===== config.mk =====
export PLATFORM = sky130hd
export DESIGN_NAME = text_console_writer
export DESIGN_NICKNAME = d
export VERILOG_FILES = /design/src/rtl/text_console_writer.sv
export SDC_FILE = /design/constraint.sdc
export NUM_CORES = 1
export LEC_CHECK = 0
export ABC_AREA = 1
export CORE_ASPECT_RATIO = 0.9
export CORE_UTILIZATION = 30
export DETAILED_ROUTE_END_ITERATION = 16
export GPL_ROUTABILITY_DRIVEN = 0
export PLACE_DENSITY_LB_ADDON = 0.3
export SETUP_SLACK_MARGIN = 0.02
export SYNTH_ARGS = -nofsm -noshare
export SYNTH_HDL_FRONTEND = slang
export SYNTH_SLANG_ARGS = --single-unit

===== constraint.sdc =====
create_clock -name clk -period 12.1 [get_ports clk]
set_clock_uncertainty 0.1 [all_clocks]
set_input_delay 1.815 -clock clk [delete_from_list [all_inputs] [get_ports clk]]
set_output_delay 1.815 -clock clk [all_outputs]
set_load 0.01 [all_outputs]

===== src/rtl/text_console_writer.sv =====
// Text console writer: turns a character/control byte stream into text RAM
// writes, tracking the cursor and a hardware scroll base, with row and
// full-screen clear bursts.
module text_console_writer #(
  parameter int unsigned COLS       = 80,
  parameter int unsigned ROWS       = 30,
  parameter int unsigned ADDR_W     = 12,
  parameter logic [7:0]  BLANK_CHAR = 8'h20
) (
  input  logic              clk,
  input  logic              rst,
  input  logic              in_valid,
  output logic              in_ready,
  input  logic [7:0]        in_char,
  input  logic [7:0]        in_attr,
  output logic              wr_en,
  output logic [ADDR_W-1:0] wr_addr,
  output logic [15:0]       wr_data,
  output logic [5:0]        cursor_row,
  output logic [6:0]        cursor_col,
  output logic [5:0]        row_base,
  output logic              busy
);

  localparam int unsigned ROW_W  = 6;
  localparam int unsigned COL_W  = 7;
  localparam int unsigned DATA_W = 16;
  localparam int unsigned CELLS  = COLS * ROWS;

  localparam logic [ROW_W-1:0]  LAST_ROW  = ROW_W'(ROWS - 1);
  localparam logic [COL_W-1:0]  LAST_COL  = COL_W'(COLS - 1);
  localparam logic [ROW_W:0]    ROWS_EXT  = (ROW_W + 1)'(ROWS);
  localparam logic [ADDR_W-1:0] COLS_A    = ADDR_W'(COLS);
  localparam logic [ADDR_W-1:0] COLS_M1_A = ADDR_W'(COLS - 1);
  localparam logic [ADDR_W-1:0] LAST_CELL = ADDR_W'(CELLS - 1);
  localparam logic [DATA_W-1:0] BLANK_W   = {8'h00, BLANK_CHAR};

  localparam logic [7:0] CH_BS = 8'h08;
  localparam logic [7:0] CH_LF = 8'h0A;
  localparam logic [7:0] CH_FF = 8'h0C;
  localparam logic [7:0] CH_CR = 8'h0D;

  typedef enum logic [1:0] {
    ST_IDLE,
    ST_WR_CHAR,
    ST_CLR_ROW,
    ST_CLR_ALL
  } state_t;

  state_t              r_state, w_state;
  logic                r_in_ready, w_in_ready;
  logic                r_wr_en, w_wr_en;
  logic [ADDR_W-1:0]   r_wr_addr, w_wr_addr;
  logic [DATA_W-1:0]   r_wr_data, w_wr_data;
  logic [ROW_W-1:0]    r_cursor_row, w_cursor_row;
  logic [COL_W-1:0]    r_cursor_col, w_cursor_col;
  logic [ROW_W-1:0]    r_row_base, w_row_base;
  logic                r_busy, w_busy;
  logic                r_scroll_pend, w_scroll_pend;
  logic [ADDR_W-1:0]   r_clr_end, w_clr_end;

  logic [ROW_W:0]      w_row_sum;
  logic [ROW_W-1:0]    w_phys_row;
  logic [ROW_W-1:0]    w_row_base_inc;
  logic [ADDR_W-1:0]   w_char_addr;
  logic [ADDR_W-1:0]   w_base_start;
  logic                w_accept;
  logic                w_printable;

  // Physical row of the cursor, scroll-base increment and derived addresses
  always_comb begin
    w_row_sum      = {1'b0, r_row_base} + {1'b0, r_cursor_row};
    w_phys_row     = (w_row_sum >= ROWS_EXT) ? ROW_W'(w_row_sum - ROWS_EXT)
                                             : ROW_W'(w_row_sum);
    w_row_base_inc = (r_row_base == LAST_ROW) ? '0 : r_row_base + 1'b1;
    w_char_addr    = ADDR_W'(w_phys_row) * COLS_A + ADDR_W'(r_cursor_col);
    w_base_start   = ADDR_W'(r_row_base) * COLS_A;
    w_accept       = in_valid && r_in_ready;
    w_printable    = (in_char >= 8'h20) && (in_char <= 8'h7E);
  end

  // Next-state and next-output decode
  always_comb begin
    w_state       = r_state;
    w_in_ready    = r_in_ready;
    w_wr_en       = 1'b0;
    w_wr_addr     = r_wr_addr;
    w_wr_data     = r_wr_data;
    w_cursor_row  = r_cursor_row;
    w_cursor_col  = r_cursor_col;
    w_row_base    = r_row_base;
    w_busy        = r_busy;
    w_scroll_pend = r_scroll_pend;
    w_clr_end     = r_clr_end;

    case (r_state)
      ST_IDLE: begin
        w_in_ready = 1'b1;
        if (w_accept) begin
          if (w_printable) begin
            w_state    = ST_WR_CHAR;
            w_in_ready = 1'b0;
            w_wr_en    = 1'b1;
            w_wr_addr  = w_char_addr;
            w_wr_data  = {in_attr, in_char};
            if (r_cursor_col == LAST_COL) begin
              w_cursor_col = '0;
              if (r_cursor_row != LAST_ROW) begin
                w_cursor_row = r_cursor_row + 1'b1;
              end else begin
                // Scroll after the character write; old base row gets cleared
                w_row_base    = w_row_base_inc;
                w_scroll_pend = 1'b1;
                w_clr_end     = w_base_start + COLS_M1_A;
              end
            end else begin
              w_cursor_col = r_cursor_col + 1'b1;
            end
          end else begin
            case (in_char)
              CH_CR: w_cursor_col = '0;
              CH_BS: begin
                if (r_cursor_col != '0) begin
                  w_cursor_col = r_cursor_col - 1'b1;
                end
              end
              CH_LF: begin
                if (r_cursor_row != LAST_ROW) begin
                  w_cursor_row = r_cursor_row + 1'b1;
                end else begin
                  w_row_base = w_row_base_inc;
                  w_state    = ST_CLR_ROW;
                  w_in_ready = 1'b0;
                  w_busy     = 1'b1;
                  w_wr_en    = 1'b1;
                  w_wr_addr  = w_base_start;
                  w_wr_data  = BLANK_W;
                  w_clr_end  = w_base_start + COLS_M1_A;
                end
              end
              CH_FF: begin
                w_cursor_row = '0;
                w_cursor_col = '0;
                w_row_base   = '0;
                w_state      = ST_CLR_ALL;
                w_in_ready   = 1'b0;
                w_busy       = 1'b1;
                w_wr_en      = 1'b1;
                w_wr_addr    = '0;
                w_wr_data    = BLANK_W;
                w_clr_end    = LAST_CELL;
              end
              default: ;
            endcase
          end
        end
      end

      ST_WR_CHAR: begin
        if (r_scroll_pend) begin
          w_scroll_pend = 1'b0;
          w_state       = ST_CLR_ROW;
          w_busy        = 1'b1;
          w_wr_en       = 1'b1;
          w_wr_addr     = r_clr_end - COLS_M1_A;
          w_wr_data     = BLANK_W;
        end else begin
          w_state    = ST_IDLE;
          w_in_ready = 1'b1;
        end
      end

      ST_CLR_ROW, ST_CLR_ALL: begin
        if (r_wr_addr == r_clr_end) begin
          w_state    = ST_IDLE;
          w_busy     = 1'b0;
          w_in_ready = 1'b1;
        end else begin
          w_wr_en   = 1'b1;
          w_wr_addr = r_wr_addr + 1'b1;
          w_wr_data = BLANK_W;
        end
      end

      default: w_state = ST_IDLE;
    endcase
  end

  // State and registered outputs
  always_ff @(posedge clk or negedge rst) begin
    if (!rst) begin
      r_state       <= ST_IDLE;
      r_in_ready    <= 1'b0;
      r_wr_en       <= 1'b0;
      r_wr_addr     <= '0;
      r_wr_data     <= '0;
      r_cursor_row  <= '0;
      r_cursor_col  <= '0;
      r_row_base    <= '0;
      r_busy        <= 1'b0;
      r_scroll_pend <= 1'b0;
      r_clr_end     <= '0;
    end else begin
      r_state       <= w_state;
      r_in_ready    <= w_in_ready;
      r_wr_en       <= w_wr_en;
      r_wr_addr     <= w_wr_addr;
      r_wr_data     <= w_wr_data;
      r_cursor_row  <= w_cursor_row;
      r_cursor_col  <= w_cursor_col;
      r_row_base    <= w_row_base;
      r_busy        <= w_busy;
      r_scroll_pend <= w_scroll_pend;
      r_clr_end     <= w_clr_end;
    end
  end

  assign in_ready   = r_in_ready;
  assign wr_en      = r_wr_en;
  assign wr_addr    = r_wr_addr;
  assign wr_data    = r_wr_data;
  assign cursor_row = r_cursor_row;
  assign cursor_col = r_cursor_col;
  assign row_base   = r_row_base;
  assign busy       = r_busy;

endmodule


==> results.yml, run 1 <==
run_status:
  status: "completed"
worst_setup_path:
  arrival_ns: 4.91
  crit_fanout: 7
  cp.required_ns: 12.26
  timing.rr.start: "row_base[1]$_DFFE_PN0P_"
  cp_slowest_stage_delay_ns: 0.49
  path_class: "reg -> reg"
  cp_cell_sequence: "inv_1, fa_1, xnor2_1, ha_1, nand3_1, nor2_1, nor2_1, nand2_1, xor2_1, ha_1, ha_1, inv_1, fa_1, nor2_1, nand3_1, a21oi_1, nand3b_1, nand2_1, inv_1, nand3_1, nand3_1, nand2_1, nand2_1, a21oi_1"
  start_kind: "flop"
  critPathSlowestCell: "dfrtp_1"
  end_kind: "flop"
  r2r_end: "wr_addr[11]$_DFFE_PN0P_"
  rrSetupSlack_ns: 7.35
  worstRegToRegCells: 24
timing:
  period_needed_ns: 4.75
  maxSlewHeadroom_pct: 42.4
  fin_setup_tns_ns: 0
  fmax_mhz: 210
  setup_violations: 0
  worstMarginPinSlew_ns: 0.865
  report.final.slew_viol_count: 0
  setup_slack_ns: 7.35
  fin_crit_sh_pct: 39.3
  rsz0062_at_grt: "no"
  hold_viol: 0
logic_synthesis:
  yosys_warnings: 0
  async_flop_share_pct: 100
  synthMuxAreaShare_pct: 0.222
  synth_compound_area_share_pct: 14.8
  synth_top_family_by_area: "simple AND/OR/NAND/NOR gates"
  avgSynthCellArea_um2: 7.20
  synth-adder-area-share_pct: 10.5
  synth.area.top_cells: "dfrtp_1 (32%), nand2_1 (13%), ha_1 (8.9%)"
  synth_nets: 763
  synth_ff_type: "dfrtp_1"
  synth_top_area_share_pct: 32.1
  ys_ff_latch: 65
  synth_top_area_cell: "dfrtp_1"
  syn_inst: 704
  synth-simple-area-share_pct: 29.3
  yosysSeqAreaShare_pct: 32.1
  synth_cell_types: 44
  synth_xor_area_share_pct: 3.98
  netlist_area_um2: 5070
  synth_edf_count: 0
clock_network:
  clk_pin_slew_ns: 0.06
  postCtsHoldBufs: 0
  numClockSinks: 65
  cts-htree-levels: 3
  numCtsBuffers: 9
  cts_tree: "done"
  post_cts_buffers: 0
  cts_buffer_depth: 2
  cts_resized: 0
  root_buffer: "clkbuf_16"
  clk_latency_ns: 0.33
grt:
  grtUsageTotal_pct: 17.3
  grt_antenna_before_repair: 0
  grt_pass1_vias: 4718
  grt_pass1_wl_mm: 24.3
  grt-ovfl-total: 0
  grt_max_degree: 66
route:
  met1Wirelength_mm: 7.17
  wl_mm: 14.4
  drc: 0
  via_per_inst: 4.91
  ant_nets: 0
  highest_layer: "met4"
  firstDrtPassIters: 5
  routed-wl-met2_mm: 6.15
  vias: 4843
  met3WireLength_um: 834
  dr.first_iter.drc_count: 361
  post_drt_wl_per_cell_um: 14.6
min_path:
  hold_class: "reg -> reg"
  hp-start: "wr_data[3]$_DFFE_PN0P_"
  hold_depth: 2
  hold_end: "wr_data[3]$_DFFE_PN0P_"
die:
  ioPinCount: 69
  die_w_um: 139
  core_um2: 16300
  die_area_um2: 17400
  initial_core_util_pct: 31.1
  fp-row-count: 44
  die-height_um: 125
cells_and_area:
  drive_gt1_share_pct: 5.91
  layout_commonest_cell: "nand2_1"
  antenna_cells: 0
  final_cell_count_no_fill: 986
  nFillCells: 1726
  area_delta_synth_final_pct: 23.5
  nets: 833
  final_cell_mix: "nand2_1 (172), inv_1 (98), clkdlybuf4s50_1 (67), dfrtp_1 (65), nor2_1 (56)"
placement:
  portBuffers: 68
  place_inst: 970
  dp_slack_ns: 7.38
  dp_hpwl_mm: 11.0
pwr:
  vdd_ir_drop_max_mv: 0.0712
  leakage_nw: 3.00
  power_density_nw_per_um2: 81.9
  power_w: 0.000512
flow_run:
  cap_violations: 0
report_power, final:
group / internal (W) / leakage, nW / total [W] / switching [W]
Combinational: 0.00000761 / 2.09 / 0.0000212 / 0.0000136
Sequential: 0.000217 / 0.753 / 0.000217 / 0
Clock: 0.000168 / 0.154 / 0.000274 / 0.000106
Total: 0.000393 / 3.00 / 0.000512 / 0.000120
state kept, by name, indices dropped and copies added, names as in the netlist:
| name | cells |
|---|---|
| busy | 1 |
| cursor_col | 7 |
| cursor_row | 6 |
| in_ready | 1 |
| r_clr_end | 12 |
| r_scroll_pend | 1 |
| r_state | 2 |
| row_base | 6 |
| wr_addr | 12 |
| wr_data | 16 |
| wr_en | 1 |
worst max-delay path: cells and delay by family (launching register included):
kind	cells	cell delay, ns
compound gates	2	0.36
xor+xnor	2	0.57
fa+ha+maj	5	1.63
buf+inv	3	0.29
flops	1	0.49
simple gates	12	1.23
metal layers:
metal | GRT usage, % | up-vias
met5 | 0 | -
met4 | 5.69 | 0
met3 | 3.22 | 16
met2 | 26.7 | 127
met1 | 24.4 | 2226
li1 | - | 2474
through the flow:
step	hold slack (ns)	util [%]	area, µm²
after CTS	0.388	38.4	6260
after floorplan	0.394	-	5070
after global placement	0.355	36.5	5950
after detailed placement	0.364	36.5	5950
final	0.383	38.4	6260
after global routing	0.405	38.4	6260
synth_stat cells, types with 5 or more instances:
master      n
nand2_1   172
inv_1      98
dfrtp_1    65
nor2_1     56
nand3_1    55
o21ai_0    43
ha_1       36
a21oi_1    28
xor2_1     20
nor3_1     17
nand4_1    13
o22ai_1    13
o211ai_1    8
o21ai_1     7
nor2_2      6
o31ai_1     6
nand2_2     5
cells by family (layout without fill, tap and decap cells):
kind of cell	after synthesis	count (layout)
AND/OR/NAND/NOR	335	335
flip-flops	65	65
buffers and inverters	115	190
AO/OA/AOI/OAI	125	125
multiplexers	1	1
adder cells (fa/ha/maj)	40	40
XOR/XNOR	23	23
cell type report:
cell class	instances	area, µm²	area share, %
Tap cell	207	259	4.14
Timing Repair Buffer	70	691	11.0
Multi-Input combinational cell	524	2980	47.6
Sequential cell	65	1630	26.0
Clock buffer	10	239	3.82
Inverter	104	395	6.32
Clock inverter	6	70.1	1.12
how the worst max path moves through the flow:
stage,endpoint,from,slack [ns]
floorplan,wr_addr[11]$_DFFE_PN0P_,row_base[0]$_DFFE_PN0P_,7.79
global placement,wr_addr[11]$_DFFE_PN0P_,row_base[1]$_DFFE_PN0P_,7.54
detailed placement,wr_addr[11]$_DFFE_PN0P_,row_base[1]$_DFFE_PN0P_,7.38
CTS,wr_addr[11]$_DFFE_PN0P_,row_base[1]$_DFFE_PN0P_,7.36
global route,wr_addr[11]$_DFFE_PN0P_,row_base[1]$_DFFE_PN0P_,6.77
finish,wr_addr[11]$_DFFE_PN0P_,row_base[1]$_DFFE_PN0P_,7.35
(Power assumes the default switching activity.)
==> run 2: changes to the inputs <==
- clock period: 12.1 -> 3.9 ns (I/O delays scaled with it)
==> results.yml, run 2 (synthesis results as in run 1) <==
cells_and_area:
  antenna_cells: 0
  area_delta_synth_final_pct: 34.9
  nFillCells: 1694
  final_cell_mix: "nand2_1 (167), inv_1 (95), clkdlybuf4s50_1 (67), dfrtp_1 (63), nand3_1 (53)"
  drive_gt1_share_pct: 15.4
  nets: 877
  layout_commonest_cell: "nand2_1"
  largest_reg_flops: 16
  fin_area_um2: 6840
  final_cell_count_no_fill: 1030
timing:
  rsz0062_at_grt: "yes"
  setup_slack_ns: -0.217
  maxSlewHeadroom_pct: 47.3
  hold_viol: 0
  setup_violations: 3
  fin_crit_sh_pct: 106
  fmax_mhz: 243
  report.final.slew_viol_count: 0
  period_needed_ns: 4.12
  worstMarginPinSlew_ns: 0.785
worst_setup_path:
  path_buf_inv: 3
  crit_family: "adder cells"
  path_class: "reg -> reg"
  arrival_ns: 4.29
  end_kind: "flop"
  start_kind: "flop"
  cp.required_ns: 4.07
  crit_fanout: 5
  crit_top_cell: "ha_4"
  cp_slowest_stage_delay_ns: 0.47
  critPathSlowestCell: "fa_2"
pwr:
  power_frac_seq_pct: 42.7
  power_density_nw_per_um2: 231
  pwr-share-comb_pct: 4.2
  vdd_ir_drop_max_mv: 0.166
  internal_power_w: 0.00121
  power.share.clock_pct: 53.0
  swShare_pct: 23.1
  leakage_nw: 3.21
  power_w: 0.00158
  p_sw_w: 0.000365
die:
  die-height_um: 125
  core_um2: 16300
  ioPinCount: 69
  die_w_um: 139
  die_area_um2: 17400
  initial_core_util_pct: 31.1
  fp-row-count: 44
clock_network:
  cts_tree: "done"
  clk_latency_ns: 0.34
  postCtsHoldBufs: 0
  cts-htree-levels: 3
  clk_pin_slew_ns: 0.06
  numClockSinks: 65
  cts_buffer_depth: 2
  numCtsBuffers: 9
  root_buffer: "clkbuf_16"
placement:
  place_inst: 1004
  place_area_um2: 6260
  dp_hpwl_mm: 11.2
  portBuffers: 68
  dp_slack_ns: -0.264
flow_run:
  cap_violations: 0
grt:
  grt_antenna_before_repair: 0
  grt_max_degree: 37
  grt-ovfl-total: 0
  grt_pass1_wl_mm: 24.5
  grt_pass1_vias: 4957
  grtUsageTotal_pct: 17.5
route:
  firstDrtPassIters: 11
  ant_nets: 0
  drc: 0
  vias: 5053
  dr.first_iter.drc_count: 285
  via_per_inst: 4.91
  post_drt_wl_per_cell_um: 14.2
  wl_mm: 14.7
min_path:
  hold_class: "in -> async"
run_status:
  violations: "setup timing"
  status: "complete, but fails checks"
==> run 2: layout make-up <==
class	count	area [µm²]	area share, %
clock buffers	11	243	3.55
clock inverters	5	62.6	0.915
inverters	104	395	5.78
multi-input cells	524	3230	47.2
flip-flops and latches	65	1630	23.8
well taps	207	259	3.79
repair buffers	114	1020	14.9
==> run 2: final timing paths <==
path                                                start                 endpoint  slack, ns  cells after the start
max in group asynchronous                             rst  row_base[0]$_DFFE_PN0P_       2.53                      2
worst min-delay path                                  rst  wr_data[11]$_DFFE_PN0P_       0.18                      1
min in group clk                   wr_data[5]$_DFFE_PN0P_   wr_data[5]$_DFFE_PN0P_       0.38                      2
worst max-delay path            cursor_row[0]$_DFFE_PN0P_  wr_addr[11]$_DFFE_PN0P_      -0.22                     25
worst min register to register     wr_data[5]$_DFFE_PN0P_   wr_data[5]$_DFFE_PN0P_       0.38                      2
worst max register to register  cursor_row[0]$_DFFE_PN0P_  wr_addr[11]$_DFFE_PN0P_      -0.22                     25
==> run 2: repair_timing <==
action                     in CTS  in global routing
resized for setup              11                 25
setup endpoints to repair       3                  4
pin swaps                       8                 21
buffers inserted                8                  2
==> run 2: routing by layer <==
| layer | global-route usage, % | vias up | share of wire (%) |
|---|---|---|---|
| met4 | 5.16 | 0 | 1.3 |
| met3 | 4.10 | 12 | 5.8 |
| met2 | 28.7 | 114 | 46 |
| met5 | 0 | - | 0 |
| met1 | 22.8 | 2369 | 47 |
| li1 | - | 2558 | - |
==> run 2: metrics by stage <==
| stage | hold slack [ns] | utilization (%) | setup TNS (ns) |
|---|---|---|---|
| floorplan | 0.189 | - | -0.135 |
| global placement | 0.354 | 38.4 | -0.313 |
| detailed placement | 0.364 | 38.4 | -0.468 |
| CTS | 0.217 | 41.0 | -0.232 |
| global route | 0.256 | 42.0 | -1.40 |
| finish | 0.185 | 42.0 | -0.373 |
==> run 2: power by group through the flow <==
stage / Combinational (W) / Sequential [W] / Clock [W]
floorplan: 0.0000234 / 0.000687 / 0
global placement: 0.0000666 / 0.000687 / 0
detailed placement: 0.0000674 / 0.000687 / 0
CTS: 0.0000674 / 0.000674 / 0.000857
global route: 0.0000746 / 0.000674 / 0.000889
finish: 0.0000669 / 0.000675 / 0.000837
==> run 2: worst reg2reg max path, stage by stage, from the launching register on <==
cell	delay [ns]
dfrtp_2	0.38
ha_4	0.14
inv_2	0.03
fa_2	0.41
xnor2_4	0.23
ha_4	0.18
nand3_4	0.08
nor2_4	0.15
nor2_4	0.06
nand2_4	0.10
mux2_4	0.34
ha_4	0.17
ha_4	0.15
inv_2	0.05
fa_2	0.47
nor2_4	0.11
nand3_2	0.10
a21oi_2	0.18
nand3b_1	0.10
nand2_1	0.09
inv_1	0.04
nand3_1	0.05
nand3_1	0.06
nand2_1	0.08
nand2_1	0.06
a21oi_2	0.13
==> run 3: changes to the inputs <==
==> constraint.sdc (replaced) <==
create_clock -name clk -period 3.9 [get_ports clk]
set_clock_uncertainty 0.1 [all_clocks]
set_input_delay 0.585 -clock clk [delete_from_list [all_inputs] [get_ports clk]]
set_output_delay 0.585 -clock clk [all_outputs]
set_load 0.02 [all_outputs]
==> results.yml, run 3 (synthesis results as in run 1) <==
cells_and_area:
  area_delta_synth_final_pct: 34.6
  nets: 883
  final_cell_mix: "nand2_1 (168), inv_1 (94), clkdlybuf4s50_1 (67), dfrtp_1 (61)"
  antenna_cells: 0
  layout_commonest_cell: "nand2_1"
  largest_reg_flops: 16
  drive_gt1_share_pct: 16.0
  fin_area_um2: 6820
route:
  vias: 5040
  via_per_inst: 4.86
  dr.first_iter.drc_count: 301
  drc: 0
  ant_nets: 0
  post_drt_wl_per_cell_um: 14.2
  firstDrtPassIters: 5
  wl_mm: 14.7
timing:
  fin_crit_sh_pct: 105
  setup_slack_ns: -0.183
  setup_violations: 4
  worstMarginPinSlew_ns: 0.593
  period_needed_ns: 4.08
  fmax_mhz: 245
  hold_viol: 0
  rsz0062_at_grt: "yes"
  report.final.slew_viol_count: 0
  maxSlewHeadroom_pct: 60.4
grt:
  grt_pass1_wl_mm: 24.9
  grtUsageTotal_pct: 17.8
  grt_antenna_before_repair: 0
  grt-ovfl-total: 0
  grt_pass1_vias: 5093
  grt_max_degree: 36
worst_setup_path:
  path_class: "reg -> reg"
  crit_top_cell: "nand2_1"
  cp_slowest_stage_delay_ns: 0.45
  timing.critical_path.from: "row_base[0]$_DFFE_PN0P_"
  cp.required_ns: 4.07
  end_kind: "flop"
  path_buf_inv: 3
  start_kind: "flop"
  crit_family: "adder cells"
  arrival_ns: 4.26
  critPathSlowestCell: "fa_2"
  timing.rr.start: "row_base[0]$_DFFE_PN0P_"
  crit_fanout: 4
clock_network:
  clk_latency_ns: 0.34
  cts_tree: "done"
  numCtsBuffers: 9
  cts_buffer_depth: 2
  root_buffer: "clkbuf_16"
  clk_pin_slew_ns: 0.06
  numClockSinks: 65
  cts-htree-levels: 3
  postCtsHoldBufs: 0
run_status:
  status: "complete, but fails checks"
  violations: "setup timing"
pwr:
  internal_power_w: 0.00122
  pwr-share-comb_pct: 4.3
  power_w: 0.00160
  swShare_pct: 23.5
  power.share.clock_pct: 53.5
  power_density_nw_per_um2: 234
  vdd_ir_drop_max_mv: 0.227
  p_sw_w: 0.000375
  leakage_nw: 3.25
  power_frac_seq_pct: 42.3
die:
  die_area_um2: 17400
  fp-row-count: 44
  die-height_um: 125
  core_um2: 16300
  initial_core_util_pct: 31.1
  ioPinCount: 69
  die_w_um: 139
min_path:
  hold_class: "in -> async"
placement:
  dp_hpwl_mm: 11.2
  portBuffers: 68
  place_area_um2: 6310
  dp_slack_ns: -0.283
flow_run:
  cap_violations: 0
-- run 3: per-stage QoR --
step | hold slack, ns | setup TNS [ns] | cells | util, %
final | 0.171 | -0.481 | 1036 | 41.9
after global routing | 0.209 | -1.57 | 1036 | 41.9
after CTS | 0.180 | -0.192 | 1031 | 41.1
after detailed placement | 0.362 | -0.532 | 1011 | 38.7
after global placement | 0.355 | -0.303 | 1011 | 38.7
after floorplan | 0.189 | -0.166 | 704 | -
-- run 3: final cells by class --
type / instances / area, µm²
tap: 207 / 259
clock inverter: 6 / 73.8
inverter: 104 / 395
clock buffer: 10 / 239
sequential: 65 / 1630
fill: 1686 / 9480
timing repair buffer: 120 / 1070
multi-input combinational: 524 / 3160
-- run 3: path summary, 6_finish.rpt --
check,endpoint,slack (ns),depth (start not counted)
setup / recovery,wr_addr[11]$_DFFE_PN0P_,-0.18,25
hold reg to reg,wr_data[8]$_DFFE_PN0P_,0.38,2
max in group asynchronous,wr_addr[10]$_DFFE_PN0P_,3.16,2
setup reg to reg,wr_addr[11]$_DFFE_PN0P_,-0.18,25
min in group clk,wr_data[8]$_DFFE_PN0P_,0.38,2
hold / removal,wr_data[13]$_DFFE_PN0P_,0.17,2
-- run 3: power groups by stage --
stage	clock, W	sequential (W)	combinational [W]
finish	0.000853	0.000674	0.0000681
global route	0.000903	0.000674	0.0000759
CTS	0.000873	0.000674	0.0000681
global placement	0	0.000687	0.0000677
floorplan	0	0.000687	0.0000234
detailed placement	0	0.000687	0.0000679
-- run 3: layer usage --
| metal | vias to the layer above | part of all wire (%) | global-route usage (%) |
|---|---|---|---|
| li1 | 2582 | - | - |
| met4 | 0 | 1.1 | 4.71 |
| met3 | 19 | 5.8 | 4.44 |
| met2 | 121 | 45 | 28.6 |
| met5 | - | 0 | 0 |
| met1 | 2318 | 48 | 23.7 |
-- run 3: repair_timing --
| item | 4_1_cts | 5_1_grt |
|---|---|---|
| endpoints found under the setup margin | 4 | 5 |
| pin swaps | 7 | 5 |
| resized for setup | 11 | 18 |
| cloned | 0 | 0 |
| buffers inserted | 5 | 5 |
-- run 3: worst reg2reg max path, cell delays in order, from the launching register on --
cell and delay, ns:
dfrtp_2 0.38, ha_4 0.14, inv_2 0.03, fa_2 0.39
xnor2_4 0.19, nand2_1 0.10, nor2_1 0.18, nand3b_1 0.15
nand2_4 0.12, nand2_2 0.07, xor2_2 0.18, ha_1 0.28
ha_2 0.19, inv_2 0.05, fa_2 0.45, nor2_4 0.14
nand2_1 0.10, a21oi_2 0.17, nand3b_1 0.09, nand2_1 0.09
inv_1 0.04, nand3_1 0.07, nand3_1 0.07, nand2_1 0.07
nand2_1 0.05, a21oi_2 0.13
==> RTL edit 1 (settings of run 2) <==
Encoding of `state_t`: now one-hot (4 bits for 4 states).
--- a/src/rtl/text_console_writer.sv
+++ b/src/rtl/text_console_writer.sv
@@ -42,7 +42,7 @@
 
-  typedef enum logic [1:0] {
-    ST_IDLE,
-    ST_WR_CHAR,
-    ST_CLR_ROW,
-    ST_CLR_ALL
+  typedef enum logic [3:0] {
+    ST_IDLE    = 4'b0001,
+    ST_WR_CHAR = 4'b0010,
+    ST_CLR_ROW = 4'b0100,
+    ST_CLR_ALL = 4'b1000
   } state_t;
Check against the original RTL: no difference found for any inputs over 4 cycles, from zero or initial values and one cycle with rst low; so few cycles prove little.
==> RTL edit 1 against run 2 <==
  * The run still ends with negative setup slack left
  * Setup slack worse by 0.039 ns
  * Cell area up 2.2%
  * First-iteration DRC count up 19%
  * Global-route usage down 0.13 points
  * Critical path type unchanged
  * Largest cell class unchanged
  * Area after synthesis up 3.8%
  * Critical path depth up 1
  * Sequential cell count up 2
  * Worst hold slack better by 0.17 ns
  * Routed wire length up 2.0%
Power is left out: it rests on default switching activity, and per cell area and clock period it moved more than threefold.
==> RTL edit 1: results <==
export IMPL_crit_slowest_cell="fa_1"
export IMPL_seqAreaFraction_pct=24.1
export IMPL_wl_met2_mm=6.66
export IMPL_synth_commonest_cells="157 x nand2_1, 80 x inv_1, 66 x dfrtp_1"
export IMPL_worstMarginPinSlew_ns=0.889
export IMPL_final_setup_tns_ns=-0.644
export IMPL_cp_arrival_ns=4.33
export IMPL_place_area_um2=6460
export IMPL_drive_above_1_share_pct=18.8
export IMPL_reg2regPathDepth=26
export IMPL_clk_share_pct=4.49
export IMPL_place_ws_ns=-0.271
export IMPL_critPathMaxStageDelay_ns=0.52
export IMPL_met2_usage_pct=26.7
export IMPL_status="finished with violations"
export IMPL_ys_types=51
export IMPL_fin_ws_ns=-0.255
export IMPL_ys_seq_elements=67
export IMPL_first_pass_iters=5
export IMPL_post_cts_buffers=10
export IMPL_nMultiInputCombCells=522
export IMPL_fillCellCount=1773
export IMPL_violations="negative setup slack"
export IMPL_netlist_area_um2=5260
export IMPL_ys_seq_area_share_pct=31.9
export IMPL_crit_start="row_base[0]"
export IMPL_grt_pass1_wl_mm=24.6
export IMPL_syn_instance_count=696
export IMPL_grt_use_total_pct=17.4
export IMPL_final_nonclk_buf_share_pct=14.6
export IMPL_cts_resized=5
export IMPL_wl_met1_mm=7.38
export IMPL_setup_viol=3
export IMPL_gr_usage_met1_pct=24.5
export IMPL_final_cells=1051
export IMPL_syn_nets=755
export IMPL_dr_total_vias=4973
## RTL edit 1: cell count changes in the layout (fill, tap and decap cells not counted), moves of 6 or more
cell / change
nand3_1: -9
a31oi_1: +9
inv_2: +7
xor2_1: +12
inv_1: -19
o21ai_1: +8
nand2_1: -13
o211ai_1: -6
## RTL edit 1: logic make-up (layout without fill, tap and decap cells)
logic type	count (synthesis)	count (layout)	share of synthesized area [%]
buf+inv	107	227	8.54
xor+xnor	37	37	6.16
fa+ha+maj	40	40	10.1
mux	2	2	0.428
compound gates	121	121	13.2
simple gates	322	322	29.7
flops	67	67	31.9
## RTL edit 1: how the worst min path moves through the flow
stage,start,end,slack [ns],cells past startpoint
6_report,rst,wr_data[11],0.35,2
2_1_floorplan,rst,busy,0.19,0
4_1_cts,wr_data[0],wr_data[0],0.38,2
5_1_grt,wr_data[0],wr_data[0],0.41,2
3_3_place_gp,wr_data[6],wr_data[6],0.36,2
3_5_place_dp,wr_data[0],wr_data[0],0.37,2
==> RTL edit 2 (flow settings as in run 2) <==
Without the edit above. The parameter `ADDR_W` goes from 12 to 10.
--- a/src/rtl/text_console_writer.sv
+++ b/src/rtl/text_console_writer.sv
@@ -6,3 +6,3 @@
   parameter int unsigned ROWS       = 30,
-  parameter int unsigned ADDR_W     = 12,
+  parameter int unsigned ADDR_W     = 10,
   parameter logic [7:0]  BLANK_CHAR = 8'h20
Interface: changed (resized wr_addr); port bits go from 69 to 67. The function was not compared with the original's and may differ.
==> RTL edit 2 against run 2 <==
  * Setup slack improved by 0.25 ns
  * Routed wire length fell by 11%
  * Worst hold slack improved by 0.012 ns
  * Sequential cell count fell by 4
  * Non-clock buffer count fell by 25
  * Cell area fell by 11%
  * Area after synthesis fell by 11%
  * Core utilization fell by 0.65 points
  * Power fell by 3.8%
  * Combinational power fell by 18%
  * Cell count fell by 13%
  * Largest cell class unchanged
  * Largest power group unchanged
  * Highest routed layer unchanged
==> RTL edit 2: results <==
export IMPL_post_drt_wl_per_cell_um=14.6
export IMPL_grt_use_total_pct=17.5
export IMPL_ys_types=42
export IMPL_cts_sinks=61
export IMPL_first_pass_iters=5
export IMPL_nonClockInverterCount=109
export IMPL_syn_instance_count=607
export IMPL_place_area_um2=5550
export IMPL_drt_iter0_drc=444
export IMPL_multi_input_area_share_pct=45.1
export IMPL_nMultiInputCombCells=426
export IMPL_drive_above_1_share_pct=14.7
export IMPL_final_nonclk_buf_share_pct=13.7
export IMPL_hp_class="in -> async"
export IMPL_place_ws_ns=-0.124
export IMPL_viasPerCell=4.95
export IMPL_synthTopCellsByArea="dfrtp_1 34%, nand2_1 9.1%, inv_1 8.5%"
export IMPL_fin_ws_ns=0.0334
export IMPL_seq_area_um2=1530
export IMPL_fillCellCount=1460
export IMPL_vdd_drop_max_uv=215
export IMPL_num_nets_final=748
export IMPL_crit_slowest_cell="fa_1"
export IMPL_final_cell_area_um2=6080
export IMPL_dp_hpwl_mm=9.96
export IMPL_slew_headroom_pct=52.4
export IMPL_syn_nets=659
export IMPL_grt_max_degree=53
export IMPL_cp_arrival_ns=4.03
export IMPL_cts_htree_levels=3
export IMPL_r2r_setup_slack_ns=0.03
export IMPL_p_leak_nw=2.78
export IMPL_root_buffer="clkbuf_16"
export IMPL_critPathMaxStageDelay_ns=0.55
export IMPL_grt_pass1_wl_mm=21.6
export IMPL_portBuffers=66
export IMPL_n_all_buffers=89
export IMPL_ys_seq_area_share_pct=33.8
export IMPL_post_place_cells=877
export IMPL_status="finished clean"
export IMPL_dr_total_vias=4453
==> RTL edit 2: layer usage <==
metal	track usage (%)	up-vias	part of all wire, %
li1	-	2196	-
met5	0	-	0
met4	7.70	0	2.7
met2	28.7	150	47
met1	22.6	2078	44
met3	3.22	29	5.8
==> RTL edit 2: kinds of logic after synthesis <==
kind of cell / Yosys count / share of synthesized area (%)
AOI/OAI and AO/OA: 123 / 15.7
xor gates and xnor gates: 23 / 4.46
adders and majority gates: 33 / 9.80
buffers and inverters: 120 / 10.4
DFF: 61 / 33.8
and+or+nand+nor: 247 / 25.8
==> RTL edit 2: where the power goes <==
group | total [mW] | internal, mW | switching, mW
Sequential | 0.633 | 0.633 | 0
Clock | 0.830 | 0.529 | 0.301
Combinational | 0.0546 | 0.0214 | 0.0332
Total | 1.52 | 1.18 | 0.335
==> RTL edit 2: repair_timing <==
action	CTS	global route
pin swaps	9	19
hold buffers	0	0
resized for setup	6	27
endpoints found under the setup margin	2	3
setup buffers	3	3
